File: src/rtl/input_process_spi_if.sv
// Bundle of the serial link pins and the parallel consumer side of the SPI receive block.
interface input_process_spi_if #(
  parameter int DEPTH = 16
);
  localparam int LW = $clog2(DEPTH) + 1;

  logic          RX_DATA;
  logic          RX_LOAD;
  logic          TX_STOP;
  logic [15:0]   DATA;
  logic          VALID;
  logic          RD;
  logic [LW-1:0] LEVEL;
  logic          FRAME_ERR;
  logic          OVERFLOW;

  modport slave (
    input  RX_DATA, RX_LOAD, RD,
    output TX_STOP, DATA, VALID, LEVEL, FRAME_ERR, OVERFLOW
  );

  modport master (
    output RX_DATA, RX_LOAD, RD,
    input  TX_STOP, DATA, VALID, LEVEL, FRAME_ERR, OVERFLOW
  );
endinterface

File: src/rtl/input_process_spi.sv
// SPI-style link receiver: deserializes start+addr+data frames, filters on address,
// buffers accepted words in a show-ahead FIFO and raises TX_STOP as flow control.
module input_process_spi #(
  parameter logic [2:0] ADDR        = 3'h1,
  parameter int         DEPTH       = 16,
  parameter int         STOP_MARGIN = 4
) (
  input  logic RX_CLK,
  input  logic RST,
  input_process_spi_if.slave bus
);
  localparam int PW = $clog2(DEPTH);
  localparam int LW = PW + 1;
  localparam logic [LW-1:0] FULL_LVL = LW'(DEPTH);
  localparam logic [LW-1:0] STOP_LVL = LW'(DEPTH - STOP_MARGIN);

  typedef enum logic {IDLE = 1'b0, SHIFT = 1'b1} state_t;

  state_t        state_q, state_d;
  logic [4:0]    cnt_q, cnt_d;
  logic [18:0]   sr_q, sr_d;
  logic          frame_err_q, frame_err_d;
  logic          wr_pend_q, wr_pend_d;
  logic [15:0]   wr_data_q, wr_data_d;
  logic [15:0]   mem_q [DEPTH];
  logic [PW-1:0] rd_ptr_q, rd_ptr_d, wr_ptr_q, wr_ptr_d;
  logic [LW-1:0] level_q, level_d;
  logic [15:0]   data_q, data_d;
  logic          valid_q, valid_d;
  logic          tx_stop_q, tx_stop_d;
  logic          overflow_q, overflow_d;
  logic          pop_s, push_ok_s;
  logic [18:0]   frame_s;

  always_ff @(posedge RX_CLK) begin
    if (RST) begin
      state_q <= IDLE;
    end else begin
      state_q <= state_d;
    end
  end

  always_comb begin
    state_d = state_q;
    case (state_q)
      IDLE: begin
        if (bus.RX_LOAD) state_d = IDLE;
        else if (bus.RX_DATA) state_d = SHIFT;
        else state_d = IDLE;
      end
      SHIFT: begin
        if (bus.RX_LOAD || (cnt_q == 5'd18)) state_d = IDLE;
        else state_d = SHIFT;
      end
      default: state_d = IDLE;
    endcase
  end

  // The completed frame includes the bit sampled together with RX_LOAD.
  always_comb begin
    frame_s     = {sr_q[17:0], bus.RX_DATA};
    cnt_d       = cnt_q;
    sr_d        = sr_q;
    frame_err_d = 1'b0;
    wr_pend_d   = 1'b0;
    wr_data_d   = wr_data_q;
    case (state_q)
      IDLE: begin
        cnt_d = 5'd0;
        if (bus.RX_LOAD) frame_err_d = 1'b1;
        else frame_err_d = 1'b0;
      end
      SHIFT: begin
        sr_d  = frame_s;
        cnt_d = cnt_q + 5'd1;
        if (cnt_q == 5'd18) begin
          if (!bus.RX_LOAD) begin
            frame_err_d = 1'b1;
          end else if (frame_s[18:16] == ADDR) begin
            wr_pend_d = 1'b1;
            wr_data_d = frame_s[15:0];
          end else begin
            wr_pend_d = 1'b0;
          end
        end else if (bus.RX_LOAD) begin
          frame_err_d = 1'b1;
        end else begin
          frame_err_d = 1'b0;
        end
      end
      default: begin
        cnt_d = 5'd0;
      end
    endcase
  end

  // A pop frees a slot in the same cycle, so a full FIFO still accepts a word alongside RD.
  always_comb begin
    pop_s      = bus.RD && valid_q;
    push_ok_s  = wr_pend_q && ((level_q != FULL_LVL) || pop_s);
    overflow_d = wr_pend_q && !push_ok_s;
    wr_ptr_d   = push_ok_s ? (wr_ptr_q + PW'(1)) : wr_ptr_q;
    rd_ptr_d   = pop_s ? (rd_ptr_q + PW'(1)) : rd_ptr_q;
    level_d    = level_q + LW'(push_ok_s) - LW'(pop_s);
    valid_d    = (level_d != {LW{1'b0}});
    tx_stop_d  = (level_d >= STOP_LVL);
    if (level_d == {LW{1'b0}}) begin
      data_d = 16'h0000;
    end else if (push_ok_s && (rd_ptr_d == wr_ptr_q)) begin
      data_d = wr_data_q;
    end else begin
      data_d = mem_q[rd_ptr_d];
    end
  end

  always_ff @(posedge RX_CLK) begin
    if (push_ok_s) begin
      mem_q[wr_ptr_q] <= wr_data_q;
    end
  end

  always_ff @(posedge RX_CLK) begin
    if (RST) begin
      cnt_q       <= 5'd0;
      sr_q        <= 19'd0;
      frame_err_q <= 1'b0;
      wr_pend_q   <= 1'b0;
      wr_data_q   <= 16'h0000;
      rd_ptr_q    <= {PW{1'b0}};
      wr_ptr_q    <= {PW{1'b0}};
      level_q     <= {LW{1'b0}};
      data_q      <= 16'h0000;
      valid_q     <= 1'b0;
      tx_stop_q   <= 1'b0;
      overflow_q  <= 1'b0;
    end else begin
      cnt_q       <= cnt_d;
      sr_q        <= sr_d;
      frame_err_q <= frame_err_d;
      wr_pend_q   <= wr_pend_d;
      wr_data_q   <= wr_data_d;
      rd_ptr_q    <= rd_ptr_d;
      wr_ptr_q    <= wr_ptr_d;
      level_q     <= level_d;
      data_q      <= data_d;
      valid_q     <= valid_d;
      tx_stop_q   <= tx_stop_d;
      overflow_q  <= overflow_d;
    end
  end

  assign bus.TX_STOP   = tx_stop_q;
  assign bus.DATA      = data_q;
  assign bus.VALID     = valid_q;
  assign bus.LEVEL     = level_q;
  assign bus.FRAME_ERR = frame_err_q;
  assign bus.OVERFLOW  = overflow_q;
endmodule

File: src/flat_wrapper.sv
// flat-port wrapper written by rule: the top's interface ports become plain ports
module input_process_spi_flat 
#(
  parameter logic [2:0] ADDR        = 3'h1,
  parameter int         DEPTH       = 16,
  parameter int         STOP_MARGIN = 4
)
  (RX_CLK, RST, bus_RX_DATA, bus_RX_LOAD, bus_RD, bus_TX_STOP, bus_DATA, bus_VALID, bus_LEVEL, bus_FRAME_ERR, bus_OVERFLOW);
  input_process_spi_if #(.DEPTH(DEPTH)) bus_i ();
  input  logic RX_CLK;
  input  logic RST;
  input wire logic [$bits(bus_i.RX_DATA)-1:0] bus_RX_DATA;
  input wire logic [$bits(bus_i.RX_LOAD)-1:0] bus_RX_LOAD;
  input wire logic [$bits(bus_i.RD)-1:0] bus_RD;
  output wire logic [$bits(bus_i.TX_STOP)-1:0] bus_TX_STOP;
  output wire logic [$bits(bus_i.DATA)-1:0] bus_DATA;
  output wire logic [$bits(bus_i.VALID)-1:0] bus_VALID;
  output wire logic [$bits(bus_i.LEVEL)-1:0] bus_LEVEL;
  output wire logic [$bits(bus_i.FRAME_ERR)-1:0] bus_FRAME_ERR;
  output wire logic [$bits(bus_i.OVERFLOW)-1:0] bus_OVERFLOW;
  assign bus_i.RX_DATA = bus_RX_DATA;
  assign bus_i.RX_LOAD = bus_RX_LOAD;
  assign bus_i.RD = bus_RD;
  assign bus_TX_STOP = bus_i.TX_STOP;
  assign bus_DATA = bus_i.DATA;
  assign bus_VALID = bus_i.VALID;
  assign bus_LEVEL = bus_i.LEVEL;
  assign bus_FRAME_ERR = bus_i.FRAME_ERR;
  assign bus_OVERFLOW = bus_i.OVERFLOW;
  input_process_spi #(.ADDR(ADDR), .DEPTH(DEPTH), .STOP_MARGIN(STOP_MARGIN)) u_core (.RX_CLK(RX_CLK), .RST(RST), .bus(bus_i));
endmodule
File: config.mk
export PLATFORM = sky130hd
export DESIGN_NAME = input_process_spi_flat
export DESIGN_NICKNAME = d
export VERILOG_FILES = /design/src/rtl/input_process_spi_if.sv /design/src/rtl/input_process_spi.sv /design/src/flat_wrapper.sv
export SDC_FILE = /design/constraint.sdc
export NUM_CORES = 1
export LEC_CHECK = 0
export ABC_AREA = 1
export BUFFER_PORTS_ARGS = -buffer_cell sky130_fd_sc_hd__buf_2
export CAP_MARGIN = 10
export CORE_UTILIZATION = 25
export CTS_CLUSTER_DIAMETER = 60
export DETAILED_ROUTE_END_ITERATION = 16
export GPL_TIMING_DRIVEN = 0
export PLACE_DENSITY_LB_ADDON = 0.15
export SLEW_MARGIN = 20
export SYNTH_ARGS = -nofsm -noshare
export SYNTH_HDL_FRONTEND = slang
export SYNTH_SLANG_ARGS = --single-unit
File: constraint.sdc
create_clock -name RX_CLK -period 8.1 [get_ports RX_CLK]
set_input_delay 0.405 -clock RX_CLK [delete_from_list [all_inputs] [get_ports RX_CLK]]
set_output_delay 0.405 -clock RX_CLK [all_outputs]
set_load 0.05 [all_outputs]
==> flow_summary.yaml, run 1 <==
timing:
  finalCriticalPeriod_ns: 3.52
  hold_viol: 0
  slew_violations: 0
  worst_pin_slew_ns: 1.08
  fin_skew_ns: 0.0221
  setup_viol: 0
  relSlewSlack_pct: 27.8
  rsz0062_at_grt: "no"
  setup-tns-final_ns: 0
  finalCritPeriodShare_pct: 43.5
  max_freq_mhz: 284
synthesis:
  synthDistinctLibCells: 29
  avgSynthCellArea_um2: 10.2
  synth_most_common_cell: "edfxtp_1"
  synth_fp_nets: 1413
  synth-seq-cells: 330
  synth_largest_area_cell: "edfxtp_1"
  seq_area_frac_synth_pct: 64.8
  synth_area_mm2: 0.0142
  yosys-top-cells-count: "edfxtp_1 (256), nand2_1 (221), nand3_1 (210)"
  yosysWarningCount: 0
  synth_area_leaders: "edfxtp_1 (54%), dfxtp_1 (10%), nand3_1 (7.4%)"
  async_flop_share_pct: 0
  synth_edf_count: 256
  synth_top_area_share_pct: 54.3
  synthCells: 1393
  synth_ff_type: "edfxtp_1"
worst_setup_path:
  cp.required_ns: 8.57
  r2r-start: "u_core.bus.LEVEL[3]"
  crit_path_max_incr_delay_ns: 0.50
  crit_fanout: 10
  cp_slowest_cell: "clkbuf_1"
  rrSetupSlack_ns: 4.58
  cp-start-kind: "flip-flop"
  arrival_ns: 3.99
  reg2regPathDepth: 19
  worstSetupPathType: "reg2reg"
  worstReg2RegEnd: "u_core.bus.DATA[14]"
  crit_path_cell_trace: "inv_1 > ha_1 > nand2_1 > inv_1 > nand3_1 > nand2_1 > inv_2 > ha_1 > inv_1 > fa_1 > nand3b_1 > o211ai_1 > inv_1 > nand2_1 > nand3_1 > nand3_1 > clkbuf_1 > nand2_1 > nor2_1"
  cp-end-kind: "flip-flop"
power_and_ir_drop:
  sw_frac_of_total_pct: 34.8
  leakage_nw: 6.60
  power_density_mw_per_mm2: 292
  seq_power_share_pct: 38.7
  internal_power_mw: 3.18
  power_mw: 4.88
  p_clk_share_pct: 35.0
  switchingPower_mw: 1.69
  pwr-share-comb_pct: 26.3
  ir_worst_vdd_mv: 0.158
floorplan:
  rows: 86
  start_util_pct: 25.5
  ios: 30
  chipHeight_um: 240
  dieWidth_um: 240
  core_mm2: 0.0555
  die-area_mm2: 0.0576
cts:
  root_buffer: "clkbuf_16"
  cts_tree: "done"
  hold_buffers: 0
  cts_sinks: 330
  ctsResizeCount: 0
  postCtsSetupRepairBufs: 0
  cts-htree-levels: 2
  numCtsBuffers: 40
  path_clk_slew_ns: 0.06
  clkLatencyLatePin_ns: 0.56
  clk_path_buf_depth: 3
worst_hold_path:
  worstHoldStart: "bus_RX_DATA"
  min_path_cells: 3
  whs_endpoint: "u_core.sr_q[0]"
  hp-class: "in2reg"
grt:
  grt_pass1_wl_mm: 67.6
  grt_start_max_net_pins: 18
  grt_pass1_vias: 9944
  grt_antenna_before_repair: 1
  grt_overflow: 0
  grt_util_all_layers_pct: 16.6
drt:
  via_per_inst: 4.44
  vias: 9980
  drt_iter0_drc: 740
  drc: 0
  post_drt_wl_per_cell_um: 20.9
  ant_nets: 0
  first_pass_iters: 7
  wl_mm: 47.0
cells_and_area:
  fillers: 5903
  fin_nets: 1490
  layout-area-overhead-vs-synth_pct: 18.1
  layout-drive-gt1-share_pct: 9.68
run:
  drv_cap: 0
placement:
  place_congestion: 0.840
  post-dp-hpwl_mm: 31.5
  port_buffers: 29
run_status:
  status: "completed"
[stage by stage]
| step | std cells | hold WS (ns) | cell area, µm² | worst slack [ns] | util (%) |
|---|---|---|---|---|---|
| finish | 2247 | 0.107 | 16700 | 4.58 | 30.1 |
| global route | 2246 | 0.112 | 16700 | 4.27 | 30.1 |
| CTS | 2246 | 0.0754 | 16700 | 4.53 | 30.1 |
| detailed placement | 2176 | 0.437 | 15500 | 4.56 | 27.9 |
| global placement | 2170 | 0.436 | 15200 | 4.58 | 27.4 |
| floorplan | 1393 | 0.425 | 14200 | 5.01 | - |
[cell families after synthesis]
group / Yosys count / share of synthesized area, %
AO/OA/AOI/OAI: 98 / 3.63
buffers and inverters: 275 / 7.86
flip-flops: 330 / 64.8
XOR/XNOR: 4 / 0.248
adder cells (fa/ha/maj): 15 / 1.38
AND/OR/NAND/NOR: 671 / 22.1
[sequential cells by signal (all words and copies together) (netlist names)]
signal and flops:
u_core.mem_q 256, u_core.sr_q 18, u_core.bus.DATA 16, u_core.wr_data_q 16
u_core.bus.LEVEL 5, u_core.cnt_q 5, u_core.rd_ptr_q 4, u_core.wr_ptr_q 4
u_core.bus.FRAME_ERR 1, u_core.bus.OVERFLOW 1, u_core.bus.TX_STOP 1, u_core.bus.VALID 1
u_core.state_q 1, u_core.wr_pend_q 1
[metal layers]
metal | wire, µm | part of all wire [%] | GRT usage, %
met4 | 1660 | 3.5 | 6.62
met2 | 21700 | 46 | 26.6
met5 | 0 | 0 | 0
met3 | 1950 | 4.2 | 2.25
met1 | 21700 | 46 | 22.6
[power by group through the flow]
stage / Clock, mW / Sequential, mW / Combinational, mW
2_1_floorplan: 0 / 2.11 / 0.658
3_3_place_gp: 0 / 1.92 / 1.30
3_5_place_dp: 0 / 1.92 / 1.30
4_1_cts: 1.75 / 1.89 / 1.31
5_1_grt: 1.81 / 1.89 / 1.41
6_report: 1.71 / 1.89 / 1.28
[worst max-delay path by stage]
stage,startpoint,to,depth (start not counted)
final,u_core.bus.LEVEL[3],u_core.bus.DATA[14],19
after global placement,u_core.bus.LEVEL[3],u_core.bus.DATA[8],19
after CTS,u_core.bus.LEVEL[3],u_core.bus.DATA[6],19
after detailed placement,u_core.bus.LEVEL[3],u_core.bus.DATA[6],19
after floorplan,u_core.bus.LEVEL[2],u_core.bus.DATA[10],19
after global routing,u_core.bus.LEVEL[3],u_core.bus.DATA[14],19
[critical path: cells and delay by family, from the launching register on]
kind	cells	cell delay (ns)
compound gates	1	0.11
simple gates	9	1.22
flops	1	0.38
buf+inv	6	0.91
fa+ha+maj	3	0.80
[cell type report]
| type | count | area [µm²] | share of cell area [%] |
|---|---|---|---|
| clock buffer | 52 | 1110 | 6.64 |
| sequential | 330 | 9170 | 54.8 |
| antenna | 1 | 2.50 | 0.0150 |
| clock inverter | 18 | 106 | 0.636 |
| tap | 748 | 936 | 5.60 |
| inverter | 203 | 762 | 4.56 |
| timing repair buffer | 35 | 294 | 1.76 |
| buffer | 72 | 350 | 2.10 |
| multi-input combinational | 788 | 3990 | 23.9 |
[placed cells by master (no fill, tap or decap), types with 2 or more instances in the layout]
cell type,synthesis,final
xnor2_1,3,3
edfxtp_1,256,256
nand3_2,2,2
clkinv_1,1,11
nor2_1,148,132
inv_2,4,4
clkbuf_1,39,48
buf_6,5,6
buf_16,0,5
ha_1,14,14
nand3b_1,81,81
inv_1,198,198
dfxtp_1,74,74
o21ai_0,58,58
o21ai_1,3,3
nand2_1,221,221
clkbuf_16,0,43
buf_1,2,2
nand2_2,4,4
o22ai_1,15,15
nand3_1,210,210
a21oi_1,20,20
nor2_4,2,17
nor3_1,2,2
clkinv_2,0,6
buf_2,22,51
buf_4,4,4
Note: power is estimated with default switching activity, not from simulation.
==> inputs of run 2 (changes only) <==
- clock period: 8.1 -> 3.1 ns (I/O delays scaled with it)
==> run 2 against run 1 <==
Against the previous run:
- final area rose by 0.47%
- hold slack got worse by 0.025 ns
- largest cell class unchanged
- sequential power rose to 2.6 times the previous value
- non-clock buffer count grew 4
- flip-flop and latch count is the same
- routed wire length shrank 0.10%
==> flow_summary.yaml, run 2 (synthesized netlist as in run 1, its figures left out) <==
run_status:
  status: "completed"
worst_hold_path:
  hp-class: "in2reg"
  worstHoldStart: "bus_RD"
  min_path_cells: 4
  whs_endpoint: "u_core.bus.OVERFLOW"
worst_setup_path:
  reg2regPathDepth: 11
  cp.buffers_inverters: 2
  crit_path_frequent_cell: "nand3_1"
  cp_slowest_cell: "dfxtp_1"
  cp.depth: 11
  cp.required_ns: 3.53
  worstSetupPathType: "reg2reg"
  r2r-start: "u_core.bus.VALID"
  worstReg2RegEnd: "u_core.bus.DATA[0]"
  crit_path_max_incr_delay_ns: 0.46
  rrSetupSlack_ns: 0.26
  cp-end-kind: "flip-flop"
  crit_fanout: 10
  crit_path_cell_trace: "nand3_2 > nand2_2 > buf_6 > buf_2 > nand2_1 > nand3_1 > nand3_1 > nand3_1 > nand2_1 > nor2_1 > nor2_1"
  arrival_ns: 3.26
  critical_path.top_delay_family: "simple AND/OR/NAND/NOR gates"
  cp-start-kind: "flip-flop"
cts:
  clkLatencyLatePin_ns: 0.56
  clk_path_buf_depth: 3
  cts_tree: "done"
  path_clk_slew_ns: 0.06
  root_buffer: "clkbuf_16"
  numCtsBuffers: 40
  cts_sinks: 330
  cts-htree-levels: 2
placement:
  place_area_mm2: 0.0155
  post-dp-hpwl_mm: 31.5
  place_congestion: 0.840
  port_buffers: 29
  place_inst: 2176
cells_and_area:
  fin_util_pct: 30.3
  layout_commonest_cell: "edfxtp_1"
  layout-area-overhead-vs-synth_pct: 18.7
  fillers: 5904
  top_register: "u_core.mem_q"
  fin_nets: 1494
  reg_top3: "u_core.mem_q x256, u_core.sr_q x18"
  design_area_mm2: 0.0168
  antenna_cells: 0
  layout.cells.non_filler: 2250
  final_cell_mix: "edfxtp_1 (256), nand2_1 (219), nand3_1 (208)"
  layout-drive-gt1-share_pct: 10.2
  largest_reg_flops: 256
drt:
  drc: 0
  post_drt_wl_per_cell_um: 20.9
  wl_mm: 47.0
  via_per_inst: 4.47
  drt_iter0_drc: 723
  ant_nets: 0
  vias: 10100
  first_pass_iters: 5
timing:
  setup_viol: 0
  hold_ws_ns: 0.0812
  slew_violations: 0
  fin_skew_ns: 0.0218
  finalCriticalPeriod_ns: 2.84
  worst_pin_slew_ns: 1.08
  finalCritPeriodShare_pct: 91.5
  hold_viol: 0
  rsz0062_at_grt: "no"
  setup-tns-final_ns: 0
  relSlewSlack_pct: 27.8
  max_freq_mhz: 353
floorplan:
  ios: 30
  start_util_pct: 25.5
  core_mm2: 0.0555
  die-area_mm2: 0.0576
  dieWidth_um: 240
  rows: 86
  chipHeight_um: 240
power_and_ir_drop:
  ir_worst_vdd_mv: 0.413
  leakage_nw: 6.63
  power_density_mw_per_mm2: 764
grt:
  grt_pass1_vias: 9950
  grt_overflow: 0
  grt_pass1_wl_mm: 67.7
  grt_start_max_net_pins: 18
  grt_util_all_layers_pct: 16.6
  grt_antenna_before_repair: 1
run:
  drv_cap: 0
==> run 2: how the worst max path moves through the flow <==
| stage | from | to | slack, ns |
|---|---|---|---|
| after floorplan | u_core.bus.LEVEL[2] | u_core.bus.DATA[10] | 0.006 |
| after global placement | u_core.bus.LEVEL[3] | u_core.bus.DATA[8] | -0.42 |
| after detailed placement | u_core.bus.LEVEL[3] | u_core.bus.DATA[6] | -0.44 |
| after CTS | u_core.bus.LEVEL[3] | u_core.bus.DATA[6] | 0.08 |
| after global routing | u_core.bus.LEVEL[2] | u_core.bus.DATA[14] | 0.05 |
| final | u_core.bus.VALID | u_core.bus.DATA[0] | 0.26 |
==> run 2: timing repair <==
| action | 4_1_cts | 5_1_grt |
|---|---|---|
| gates resized for setup | 5 | 4 |
| setup endpoints to repair | 16 | 11 |
| hold buffers | 2 | 0 |
| endpoints found under the hold margin | 4 | 0 |
| pin swaps | 0 | 1 |
| setup buffers | 1 | 1 |
==> run 2: final cells by class <==
type	instances	area (µm²)	share of cell area, %
buffer	72	360	2.15
timing repair buffer	39	342	2.03
inverter	203	762	4.54
clock inverter	18	106	0.633
multi-input combinational	788	4010	23.9
tap	748	936	5.57
clock buffer	52	1110	6.61
sequential	330	9170	54.6
==> run 2: power breakdown <==
part | switching (mW) | internal [mW]
Sequential | 0.0706 | 4.86
Combinational | 2.51 | 0.934
Clock | 1.87 | 2.59
Total | 4.45 | 8.39
==> run 2: routing by layer <==
layer | global-route usage [%] | up-vias | routed length, µm
met5 | 0 | - | 0
met4 | 6.62 | 0 | 1670
met3 | 2.25 | 79 | 2040
met2 | 26.6 | 250 | 21600
met1 | 22.6 | 4926 | 21600
li1 | - | 4804 | -
==> run 2: worst min-delay path, stage by stage <==
cell,delay [ns]
buf_2,0.14
nand2_2,0.11
nand3_1,0.14
nor2_1,0.05
==> run 2: per-stage QoR <==
| step | worst slack, ns | power (mW) |
|---|---|---|
| after detailed placement | -0.437 | 8.42 |
| final | 0.263 | 12.8 |
| after CTS | 0.0845 | 13.0 |
| after floorplan | 0.00587 | 7.23 |
| after global routing | 0.0474 | 13.4 |
| after global placement | -0.419 | 8.43 |
==> inputs of run 3 (changes only) <==
- PLACE_DENSITY_LB_ADDON: 0.15 -> default
==> run 3 against run 2 <==
Against the previous run:
- clock power down 3%
- register-to-register slack hardly changed
- sequential power about the same
- routed wire length fell by 15%
- critical path type unchanged
- via count increased by 2.6%
- largest cell class unchanged
- die area unchanged
- combinational power fell by 1%
- largest power group unchanged
==> flow_summary.yaml, run 3 (synthesized netlist as in run 1, its figures left out) <==
timing:
  setup-tns-final_ns: 0
  max_freq_mhz: 351
  finalCriticalPeriod_ns: 2.85
  relSlewSlack_pct: 33.2
  setup_viol: 0
  hold_viol: 0
  rsz0062_at_grt: "no"
  finalCritPeriodShare_pct: 91.9
  fin_skew_ns: 0.0226
  worst_pin_slew_ns: 1.00
  slew_violations: 0
cts:
  clkLatencyLatePin_ns: 0.52
  path_clk_slew_ns: 0.06
  cts_tree: "done"
  numCtsBuffers: 37
  root_buffer: "clkbuf_16"
  clk_path_buf_depth: 3
  cts-htree-levels: 2
  cts_sinks: 330
drt:
  drt_iter0_drc: 1078
  drc: 0
  wl_mm: 40.1
  ant_nets: 0
  vias: 10300
  via_per_inst: 4.58
  first_pass_iters: 7
  post_drt_wl_per_cell_um: 17.8
floorplan:
  core_mm2: 0.0555
  chipHeight_um: 240
  die-area_mm2: 0.0576
  rows: 86
  ios: 30
  start_util_pct: 25.5
  dieWidth_um: 240
grt:
  grt_start_max_net_pins: 18
  grt_pass1_vias: 9919
  grt_pass1_wl_mm: 59.7
  grt_overflow: 0
  grt_antenna_before_repair: 2
  grt_util_all_layers_pct: 13.8
worst_setup_path:
  crit_fanout: 7
  worstSetupPathType: "reg2reg"
  cp-end-kind: "flip-flop"
  crit_path_cell_trace: "inv_1 > ha_1 > nand2_1 > inv_1 > nand3_1 > nand2_1 > inv_2 > ha_1 > inv_1 > fa_1 > nand3b_1 > o211ai_1 > inv_1 > nand2_1 > nand3_2 > nand3_4 > buf_12 > nand2_1 > nor2_2"
  critical_path.top_delay_family: "simple AND/OR/NAND/NOR gates"
  cp-start-kind: "flip-flop"
  cp.buffers_inverters: 6
  rrSetupSlack_ns: 0.25
  arrival_ns: 3.28
  cp_slowest_cell: "fa_1"
  crit_path_max_incr_delay_ns: 0.42
  cp.required_ns: 3.54
power_and_ir_drop:
  leakage_nw: 6.66
  power_density_mw_per_mm2: 756
  ir_worst_vdd_mv: 0.462
  power_mw: 12.7
cells_and_area:
  fin_nets: 1500
  largest_reg_flops: 256
  top_register: "u_core.mem_q"
  reg_top3: "u_core.mem_q x256, u_core.sr_q x18"
  layout-area-overhead-vs-synth_pct: 18.2
  antenna_cells: 0
  final_cell_mix: "edfxtp_1 (256), nand2_1 (221), nand3_1 (208)"
  layout_commonest_cell: "edfxtp_1"
  layout.cells.non_filler: 2256
  layout-drive-gt1-share_pct: 11.0
  fillers: 5742
placement:
  place_inst: 2184
  port_buffers: 29
  post-dp-hpwl_mm: 27.5
  place_congestion: 0.907
run:
  drv_cap: 0
run_status:
  status: "completed"
worst_hold_path:
  hp-class: "in2reg"
-- run 3: tightest hold or removal path: stages --
cell and delay (ns):
buf_2 0.14, nand2_2 0.11, nand3_1 0.11, nor2_1 0.05
-- run 3: per-stage QoR --
step / hold WS, ns / util [%] / setup WS (ns) / area (µm²)
detailed placement: 0.427 / 27.8 / -0.290 / 15400
floorplan: 0.268 / - / 0.00587 / 14200
global route: 0.188 / 30.1 / 0.0223 / 16700
finish: 0.101 / 30.1 / 0.251 / 16700
CTS: 0.0989 / 30.0 / 0.00996 / 16700
global placement: 0.417 / 27.4 / -0.245 / 15200
-- run 3: final cells by class --
type,count,area [µm²],area share [%]
Buffer,72,358,2.14
Multi-Input combinational cell,788,3950,23.6
Sequential cell,330,9170,54.8
Tap cell,748,936,5.59
Clock inverter,20,184,1.10
Inverter,203,762,4.55
Timing Repair Buffer,48,365,2.18
Clock buffer,47,1010,6.06
-- run 3: repair_timing --
| action | 4_1_cts | 5_1_grt |
|---|---|---|
| hold endpoints to repair | 3 | 0 |
| gates resized for setup | 3 | 7 |
| hold buffers | 2 | 0 |
| pin swaps | 0 | 1 |
| buffers inserted | 0 | 3 |
| gates cloned | 0 | 0 |
| setup endpoints to repair | 10 | 15 |
-- run 3: worst paths after layout --
kind	startpoint	cells past startpoint	end
min reg2reg	u_core.wr_pend_q	2	u_core.bus.OVERFLOW
max	u_core.bus.LEVEL[2]	19	u_core.bus.DATA[3]
max reg2reg	u_core.bus.LEVEL[2]	19	u_core.bus.DATA[3]
min	bus_RD	4	u_core.bus.OVERFLOW
-- run 3: per-layer routing --
layer / routed length (µm) / up-vias / track usage [%]
met1: 16900 / 4987 / 18.6
met5: 8 / - / 0
met2: 18600 / 441 / 22.3
li1: - / 4820 / -
met3: 3240 / 75 / 2.33
met4: 1320 / 2 / 5.19
-- run 3: power breakdown --
group | internal, mW | total, mW | leakage (nW) | switching, mW
Clock | 2.57 | 4.32 | 0.596 | 1.75
Combinational | 0.938 | 3.40 | 3.09 | 2.46
Sequential | 4.86 | 4.93 | 2.98 | 0.0708
Total | 8.37 | 12.7 | 6.66 | 4.28
